$ cat src/rtl/p12_cfg_loader_if.sv
// Byte-stream host port, grid scan pins and readback port of the p12 configuration loader.
interface p12_cfg_loader_if;
   logic       s_valid;
   logic [7:0] s_data;
   logic       s_ready;
   logic       out_se;
   logic       out_sc;
   logic [1:0] out_cfg;
   logic       in_sc_ret;
   logic       rd_valid;
   logic [7:0] rd_data;
   logic       busy;
   logic       done;

   modport master (
      output s_valid, s_data, in_sc_ret,
      input  s_ready, out_se, out_sc, out_cfg, rd_valid, rd_data, busy, done
   );

   modport slave (
      input  s_valid, s_data, in_sc_ret,
      output s_ready, out_se, out_sc, out_cfg, rd_valid, rd_data, busy, done
   );
endinterface

$ cat src/rtl/p12_cfg_loader.sv
// Loads four buffered planes (V, H, D, state) into the p12 grid scan chain and
// returns the old flop state as readback bytes while the state plane is shifted.
module p12_cfg_loader #(
   parameter int unsigned CHAIN_LEN = 64
) (
   input  logic            clk,
   input  logic            rst,
   p12_cfg_loader_if.slave bus
);
   localparam int unsigned NBYTES = CHAIN_LEN / 8;
   localparam int unsigned KW     = $clog2(NBYTES + 1);
   localparam int unsigned IW     = $clog2(CHAIN_LEN);

   typedef enum logic [1:0] {StFill, StShift, StLatch, StDone} state_e;

   state_e                 state_q, state_d;
   logic [1:0]             p_q, p_d;
   logic [KW-1:0]          k_q, k_d;
   logic [IW-1:0]          i_q, i_d;
   logic [CHAIN_LEN-1:0]   buf_q, buf_d;
   logic [6:0]             rb_q, rb_d;
   logic                   s_ready_q, s_ready_d;
   logic                   out_se_q, out_se_d;
   logic                   out_sc_q, out_sc_d;
   logic [1:0]             out_cfg_q, out_cfg_d;
   logic                   rd_valid_q, rd_valid_d;
   logic [7:0]             rd_data_q, rd_data_d;
   logic                   busy_q, busy_d;
   logic                   done_q, done_d;

   always_comb begin
      state_d    = state_q;
      p_d        = p_q;
      k_d        = k_q;
      i_d        = i_q;
      buf_d      = buf_q;
      rb_d       = rb_q;
      rd_valid_d = 1'b0;
      rd_data_d  = rd_data_q;

      unique case (state_q)
         StFill: begin
            if (bus.s_valid && s_ready_q) begin
               buf_d[{k_q, 3'b000} +: 8] = bus.s_data;
               k_d = k_q + 1'b1;
               if (k_q == KW'(NBYTES - 1)) begin
                  state_d = StShift;
                  i_d     = '0;
               end
            end
         end
         StShift: begin
            i_d = i_q + 1'b1;
            if (p_q == 2'd3) begin
               // Byte is complete once bit 7 is sampled; it is presented the following cycle.
               if (i_q[2:0] == 3'd7) begin
                  rd_valid_d = 1'b1;
                  rd_data_d  = {bus.in_sc_ret, rb_q};
               end else begin
                  rb_d[i_q[2:0]] = bus.in_sc_ret;
               end
            end
            if (i_q == IW'(CHAIN_LEN - 1)) begin
               state_d = (p_q == 2'd3) ? StDone : StLatch;
            end
         end
         StLatch: begin
            p_d     = p_q + 2'd1;
            k_d     = '0;
            state_d = StFill;
         end
         StDone: begin
            p_d     = 2'd0;
            k_d     = '0;
            state_d = StFill;
         end
         default: state_d = StFill;
      endcase

      // Outputs are registered, so they are decoded from the next state.
      s_ready_d = (state_d == StFill);
      out_se_d  = (state_d == StShift);
      out_sc_d  = (state_d == StShift) ? buf_d[i_d] : 1'b0;
      out_cfg_d = (state_d == StLatch) ? (p_d + 2'd1) : 2'd0;
      done_d    = (state_d == StDone);
      busy_d    = !((state_d == StFill) && (p_d == 2'd0) && (k_d == '0));
   end

   always_ff @(posedge clk) begin
      if (rst) begin
         state_q    <= StFill;
         p_q        <= 2'd0;
         k_q        <= '0;
         i_q        <= '0;
         buf_q      <= '0;
         rb_q       <= '0;
         s_ready_q  <= 1'b1;
         out_se_q   <= 1'b0;
         out_sc_q   <= 1'b0;
         out_cfg_q  <= 2'd0;
         rd_valid_q <= 1'b0;
         rd_data_q  <= 8'd0;
         busy_q     <= 1'b0;
         done_q     <= 1'b0;
      end else begin
         state_q    <= state_d;
         p_q        <= p_d;
         k_q        <= k_d;
         i_q        <= i_d;
         buf_q      <= buf_d;
         rb_q       <= rb_d;
         s_ready_q  <= s_ready_d;
         out_se_q   <= out_se_d;
         out_sc_q   <= out_sc_d;
         out_cfg_q  <= out_cfg_d;
         rd_valid_q <= rd_valid_d;
         rd_data_q  <= rd_data_d;
         busy_q     <= busy_d;
         done_q     <= done_d;
      end
   end

   assign bus.s_ready  = s_ready_q;
   assign bus.out_se   = out_se_q;
   assign bus.out_sc   = out_sc_q;
   assign bus.out_cfg  = out_cfg_q;
   assign bus.rd_valid = rd_valid_q;
   assign bus.rd_data  = rd_data_q;
   assign bus.busy     = busy_q;
   assign bus.done     = done_q;
endmodule

$ cat src/flat_wrapper.sv
// flat-port wrapper written by rule: the top's interface ports become plain ports
module p12_cfg_loader_flat 
#(
   parameter int unsigned CHAIN_LEN = 64
)
  (clk, rst, bus_s_valid, bus_s_data, bus_in_sc_ret, bus_s_ready, bus_out_se, bus_out_sc, bus_out_cfg, bus_rd_valid, bus_rd_data, bus_busy, bus_done);
  p12_cfg_loader_if bus_i ();
  input  logic clk;
  input  logic rst;
  input wire logic [$bits(bus_i.s_valid)-1:0] bus_s_valid;
  input wire logic [$bits(bus_i.s_data)-1:0] bus_s_data;
  input wire logic [$bits(bus_i.in_sc_ret)-1:0] bus_in_sc_ret;
  output wire logic [$bits(bus_i.s_ready)-1:0] bus_s_ready;
  output wire logic [$bits(bus_i.out_se)-1:0] bus_out_se;
  output wire logic [$bits(bus_i.out_sc)-1:0] bus_out_sc;
  output wire logic [$bits(bus_i.out_cfg)-1:0] bus_out_cfg;
  output wire logic [$bits(bus_i.rd_valid)-1:0] bus_rd_valid;
  output wire logic [$bits(bus_i.rd_data)-1:0] bus_rd_data;
  output wire logic [$bits(bus_i.busy)-1:0] bus_busy;
  output wire logic [$bits(bus_i.done)-1:0] bus_done;
  assign bus_i.s_valid = bus_s_valid;
  assign bus_i.s_data = bus_s_data;
  assign bus_i.in_sc_ret = bus_in_sc_ret;
  assign bus_s_ready = bus_i.s_ready;
  assign bus_out_se = bus_i.out_se;
  assign bus_out_sc = bus_i.out_sc;
  assign bus_out_cfg = bus_i.out_cfg;
  assign bus_rd_valid = bus_i.rd_valid;
  assign bus_rd_data = bus_i.rd_data;
  assign bus_busy = bus_i.busy;
  assign bus_done = bus_i.done;
  p12_cfg_loader #(.CHAIN_LEN(CHAIN_LEN)) u_core (.clk(clk), .rst(rst), .bus(bus_i));
endmodule
$ cat config.mk
export PLATFORM = sky130hd
export DESIGN_NAME = p12_cfg_loader_flat
export DESIGN_NICKNAME = d
export VERILOG_FILES = /design/src/rtl/p12_cfg_loader_if.sv /design/src/rtl/p12_cfg_loader.sv /design/src/flat_wrapper.sv
export SDC_FILE = /design/constraint.sdc
export NUM_CORES = 1
export LEC_CHECK = 0
export ABC_AREA = 1
export CORE_UTILIZATION = 50
export CTS_CLUSTER_SIZE = 10
export DETAILED_ROUTE_END_ITERATION = 16
export GPL_TIMING_DRIVEN = 0
export PLACE_DENSITY = 0.67
export SYNTH_ARGS = -nofsm -noshare
export SYNTH_HDL_FRONTEND = slang
export SYNTH_SLANG_ARGS = --single-unit
$ cat constraint.sdc
create_clock -name clk -period 6.6 [get_ports clk]
set_clock_uncertainty 0.1 [all_clocks]
set_input_delay 0.66 -clock clk [delete_from_list [all_inputs] [get_ports clk]]
set_output_delay 0.66 -clock clk [all_outputs]
set_load 0.01 [all_outputs]
Yosys cells after proc, flatten, opt, wreduce, memory -nomap -nowiden
Cells that the tools add are included.
{"block": "classes", "n_addsub": 5, "n_lt_le_gt_ge": 3, "eq_ne": 10, "shifts": 2, "n_mux": 20, "bitwise_logic": 5, "reduce_logical": 15}
{"operator": "$mux W64", "count": 2}
{"operator": "$bwmux W64", "count": 1}
{"operator": "$shift A8 B9 Y64 const A", "count": 1}
{"operator": "$shiftx A8 B9 Y64", "count": 1}
{"operator": "$mux W6", "count": 2}
{"operator": "$pmux W6 S2", "count": 1}
{"operator": "$eq A2 B2 Y1 const B", "count": 5}
{"operator": "$neg A7 Y9", "count": 1}
{"operator": "$pmux W4 S2", "count": 1}
{"operator": "$bwmux W7", "count": 1}
{"operator": "$lt A6 B7 Y1 const B", "count": 1}
{"operator": "$add A6 B1 Y6 const B", "count": 1}
{"operator": "$bmux W1 S6", "count": 1}
{"operator": "$eq A6 B6 Y1 const B", "count": 1}
{"operator": "$logic_not A2 Y1", "count": 3}
{"operator": "$mux W2", "count": 3}
{"operator": "$pmux W2 S3", "count": 1}
{"operator": "$reduce_and A3 Y1", "count": 2}
{"operator": "$reduce_or A2 Y1", "count": 3}
{"operator": "$not A1 Y1", "count": 5}
{"operator": "$add A2 B1 Y2 const B", "count": 2}
{"operator": "$add A4 B1 Y4 const B", "count": 1}
{"operator": "$eq A2 B1 Y1 const B", "count": 2}
{"operator": "$eq A4 B3 Y1 const B", "count": 1}
{"operator": "11 further kinds", "count": 17}
{"block": "word_totals", "reg_bits": 101, "in_bits": 12, "out_inout_bits": 16, "word_cells": 74}

Longest topological paths before layout
{"block": "depth", "ltp_word": 8, "ltp_mapped": 19}

Worst setup path after synthesis
Ideal clock, no wire load.
{"block": "synth_path", "path_type": "reg2reg", "startpoint": "reg u_core.k_q[0]", "endpoint": "reg u_core.out_sc_q (netlist: u_core.bus.out_sc)", "setup_ps": 116, "arrival_time_ps": 2198, "setup_slack_ps": 4185, "path_stages_with_launch": 20, "path_buffers": 1, "period_less_slack_ps": 2415, "path_cell_list": "dfxtp_1 > buf_4 > inv_2 > ha_1 > inv_2 > nand3_1 > nor2_4 > nand2_1 > nand2_1 > nand2_1 > inv_2 > nand2_1 > nand3_1 > nand3_1 > nand3_1 > nand2_1 > inv_1 > nand2_1 > nand3_1 > a21oi_1"}
{"block": "synth_via", "elab_chain_len": 7}
{"element": "from (decl)", "line": "p12_cfg_loader.sv:18", "source": "logic [KW-1:0] k_q, k_d;"}
{"element": "from (signal assigned)", "line": "p12_cfg_loader.sv:108", "source": "k_q <= k_d;"}
{"element": "$neg A7 Y9 or $eq A4 B3 Y1 (tied branches)", "line": "p12_cfg_loader.sv:44, p12_cfg_loader.sv:46"}
{"element": "$shiftx A8 B9 Y64, or another cell as far along", "line": "p12_cfg_loader.sv:44", "source": "buf_d[{k_q, 3'b000} +: 8] = bus.s_data;"}
{"element": "$bwmux W64 or $mux W2 (tied branches)", "line": "p12_cfg_loader.sv:44, p12_cfg_loader.sv:43"}
{"element": "$mux W64 or $pmux W2 S3 (tied branches)", "line": "p12_cfg_loader.sv:43, p12_cfg_loader.sv:41"}
{"element": "$mux W64 or $eq A2 B1 Y1 (tied branches)", "line": "p12_cfg_loader.sv:41, p12_cfg_loader.sv:83"}
{"element": "$bmux W1 S6 or $not A1 Y1 (tied branches)"}
{"element": "$mux W1 (not written as such) or $reduce_or A2 Y1 (tied branches)"}
{"element": "to (signal assigned)", "line": "p12_cfg_loader.sv:114", "source": "out_sc_q <= out_sc_d;"}
{"element": "to (decl)", "line": "p12_cfg_loader.sv:24", "source": "logic out_sc_q, out_sc_d;"}
Several ways; a longest one is shown, not always the timed one. The select of a mux whose other input is x is not followed.
A chain may end at the register's enable or synchronous reset.

Worst setup path after layout
{"block": "layout_path", "startpoint": "in bus_s_valid", "endpoint": "reg u_core.out_sc_q (netlist: u_core.bus.out_sc)"}
{"block": "layout_via", "elab_chain_len": 6}
{"element": "from (decl)", "line": "flat_wrapper.sv:10", "source": "input wire logic [$bits(bus_i.s_valid)-1:0] bus_s_valid;"}
{"element": "$logic_and A1 B1 Y1 (*)", "line": "p12_cfg_loader.sv:43", "source": "if (bus.s_valid && s_ready_q) begin"}
{"element": "branches (longest 5 deep; another with $mux W6)"}
Mark *: on every way between the ends. The select of a mux whose other input is x is not followed.

==> results.yml <==
outcome:
  status: "complete, no violations"
setup_path:
  r2r_slack_ns: 3.59
  path_cells: "clkdlybuf4s50_1, nand2_1, inv_1, nand4_2, nand2_1, o21ai_2, inv_1, nand3_1, nand3_1, nand3_1, nand3_1, a21oi_1"
  crit_path_start_kind: "input port"
  crit_type: "in2reg"
  cpLargestDelayFamily: "simple AND/OR/NAND/NOR gates"
  crit_cells: 12
  cp_data_arrival_time_ns: 3.35
  cp_common_cell: "nand3_1"
  worstPathMaxFanout: 9
  path_buf_inv: 3
  critPathRequiredTime_ns: 6.82
  ff2ff_path_depth: 17
  slowest_stage: "o21ai_2"
  cp_slowest_stage_delay_ns: 0.55
  end_kind: "flip-flop"
sta:
  tns_ns: 0
  hold_viol: 0
  period_share_pct: 47.4
  max_slew_margin_pct: 50.5
  fmax_mhz: 319
  slew_violations: 0
  setup_viol: 0
  min_period_ns: 3.13
  tightest_slew_ns: 0.742
  hold_slack_ns: 0.348
  rsz0062_at_grt: "no"
synthesis:
  yosys.area.top_type: "dfxtp_1"
  yosys-top-cells-area: "dfxtp_1, nand3_1, nand2_1"
  ys_seq_area_share_pct: 39.2
  syn_nets: 779
  synth_area_per_cell_um2: 6.78
  netlist_area_um2: 5160
  synth_top_area_share_pct: 39.2
  syn-instance-count: 761
  synth_warnings: 0
  ys_types: 37
  ys_ff_latch: 101
clock_tree:
  clk_pin_slew_ns: 0.09
  ctsHoldBuffers: 0
  cts_setup_buffers: 0
  clk_latency_ns: 0.39
  htree_levels: 3
  clk_path_buf_depth: 2
  cts_tree: "yes"
  cts_sinks: 101
  clockRootBuffer: "clkbuf_8"
  cts_resized: 0
  cts_buffers: 9
pwr:
  peakVddDrop_mv: 0.176
  p_leak_nw: 2.49
  p_per_area_nw_per_um2: 197
global_route:
  grt_max_degree: 16
  grt_first_pass_wirelength_mm: 24.4
  globalRouteOverflowTotal: 0
  antenna_found_initial: 0
  grt_usage_pct: 29.3
  grt_pass1_vias: 4726
floorplan:
  io_pins: 28
  die_h_um: 104
  rows: 36
  die_area_um2: 10700
  initial_core_util_pct: 52.1
  die_w_um: 104
  core_um2: 9910
cells_and_area:
  drive_gt1_share_pct: 8.36
  area_growth_pct: 11.9
  stdcell_count: 934
  antennaDiodeCount: 0
  nets: 815
  fillers: 992
flow_run:
  maxCapViolCount: 0
drt:
  final_antenna_net_count: 0
  routed-via-count: 5186
  wl_per_cell_um: 16.3
  routed_wl_mm: 15.2
  dr.pass1.iters: 5
  viasPerCell: 5.55
  route.detailed.drc: 0
  drtIter0Drc: 404
placement:
  dp_hpwl_mm: 10.9
  gp_congestion: 0.972
  numPortBuffers: 25
  placedCellCount: 919
worst_hold_path:
  worstHoldPathCells: 2
  hold_class: "reg2reg"
-- registers in the layout, indices dropped and copies added, names as in the netlist --
signal,cells
u_core.bus.busy,1
u_core.bus.out_sc,1
u_core.rb_q,7
u_core.p_q,2
u_core.buf_q,64
u_core.bus.out_se,1
u_core.bus.rd_data,8
u_core.i_q,6
u_core.bus.rd_valid,1
u_core.k_q,4
u_core.bus.out_cfg,2
u_core.bus.s_ready,1
u_core.bus.done,1
u_core.state_q,2
-- layer usage --
metal | track usage (%) | part of all wire, % | up-vias
met5 | 0 | 0 | -
met4 | 12.0 | 2.7 | 0
met3 | 8.43 | 8.6 | 34
met2 | 43.5 | 43 | 232
met1 | 39.8 | 46 | 2376
li1 | - | - | 2544
-- cell type report --
cell class | instances | area [µm²] | area share (%)
buffer | 31 | 183 | 3.16
clock inverter | 3 | 45.0 | 0.779
multi-input combinational | 537 | 2610 | 45.2
sequential | 101 | 2020 | 35.0
tap | 133 | 166 | 2.88
inverter | 92 | 348 | 6.02
clock buffer | 12 | 155 | 2.68
timing repair buffer | 25 | 250 | 4.33
-- worst paths after layout --
kind,start,to
setup / recovery,bus_s_valid,u_core.bus.out_sc
hold reg to reg,u_core.bus.rd_data[0],u_core.bus.rd_data[0]
setup reg to reg,u_core.k_q[0],u_core.bus.out_sc
hold / removal,u_core.bus.rd_data[0],u_core.bus.rd_data[0]
-- synthesized netlist by cell type --
library cell  instances
buf_8                 1
inv_1                84
nor4_1                3
buf_4                 4
nor2_1               78
o21ai_2               1
o21ai_1               3
clkbuf_1             12
o21ai_0              21
clkinv_1              1
nand4_1               8
buf_6                 4
a21oi_1              47
nand2_2              12
nand4_2               1
a22o_1                1
nand2_1             165
nor2_2                1
and3_1                2
o21a_1                1
nor2_8                2
or3_1                 1
nand3_1             153
a31oi_1               3
inv_2                 6
nand3_2               1
buf_2                 8
xnor2_1               1
ha_1                  6
buf_1                 2
inv_4                 1
nor3_1                8
nor2_4                7
nand2_4               4
dfxtp_1             101
nand3b_1              6
o2bb2ai_1             1
-- cell families after synthesis --
group	count (synthesis)	synth area share, %
XOR/XNOR	1	0.170
buffers and inverters	123	10.3
flip-flops	101	39.2
AO/OA/AOI/OAI	78	7.90
AND/OR/NAND/NOR	452	41.0
adder cells (fa/ha/maj)	6	1.45
-- layout by cell type, fill, tap and decap left out, types with 2 or more instances in the layout --
cell type	Yosys	routed
a21oi_1	47	47
a31oi_1	3	3
and3_1	2	2
buf_1	2	2
buf_2	8	8
buf_4	4	4
buf_6	4	4
clkbuf_1	12	13
clkbuf_8	0	11
clkdlybuf4s50_1	0	25
clkinvlp_4	0	2
dfxtp_1	101	101
ha_1	6	6
inv_1	84	84
inv_2	6	6
nand2_1	165	165
nand2_2	12	12
nand2_4	4	4
nand3_1	153	153
nand3b_1	6	6
nand4_1	8	8
nor2_1	78	78
nor2_4	7	7
nor2_8	2	2
nor3_1	8	8
nor4_1	3	3
o21ai_0	21	21
o21ai_1	3	3
-- power breakdown --
part           total (mW)  switching, mW  internal, mW
Sequential          0.616        0.00189         0.614
Combinational       0.117         0.0846        0.0327
Clock               0.406          0.212         0.194
-- per-stage QoR --
stage / setup slack [ns] / power (mW) / area (µm²) / util (%)
after floorplan: 4.19 / 0.708 / 5160 / -
after global placement: 3.21 / 0.742 / 5580 / 56.3
after detailed placement: 3.21 / 0.744 / 5580 / 56.3
after CTS: 3.60 / 1.15 / 5780 / 58.3
after global routing: 3.33 / 1.18 / 5780 / 58.3
final: 3.47 / 1.14 / 5780 / 58.3
-- tightest hold or removal path, stage by stage, from the launching register on --
cell and delay (ns):
dfxtp_1 0.32, inv_1 0.04, a21oi_1 0.05
No activity file was read; power rests on OpenSTA's default activity.
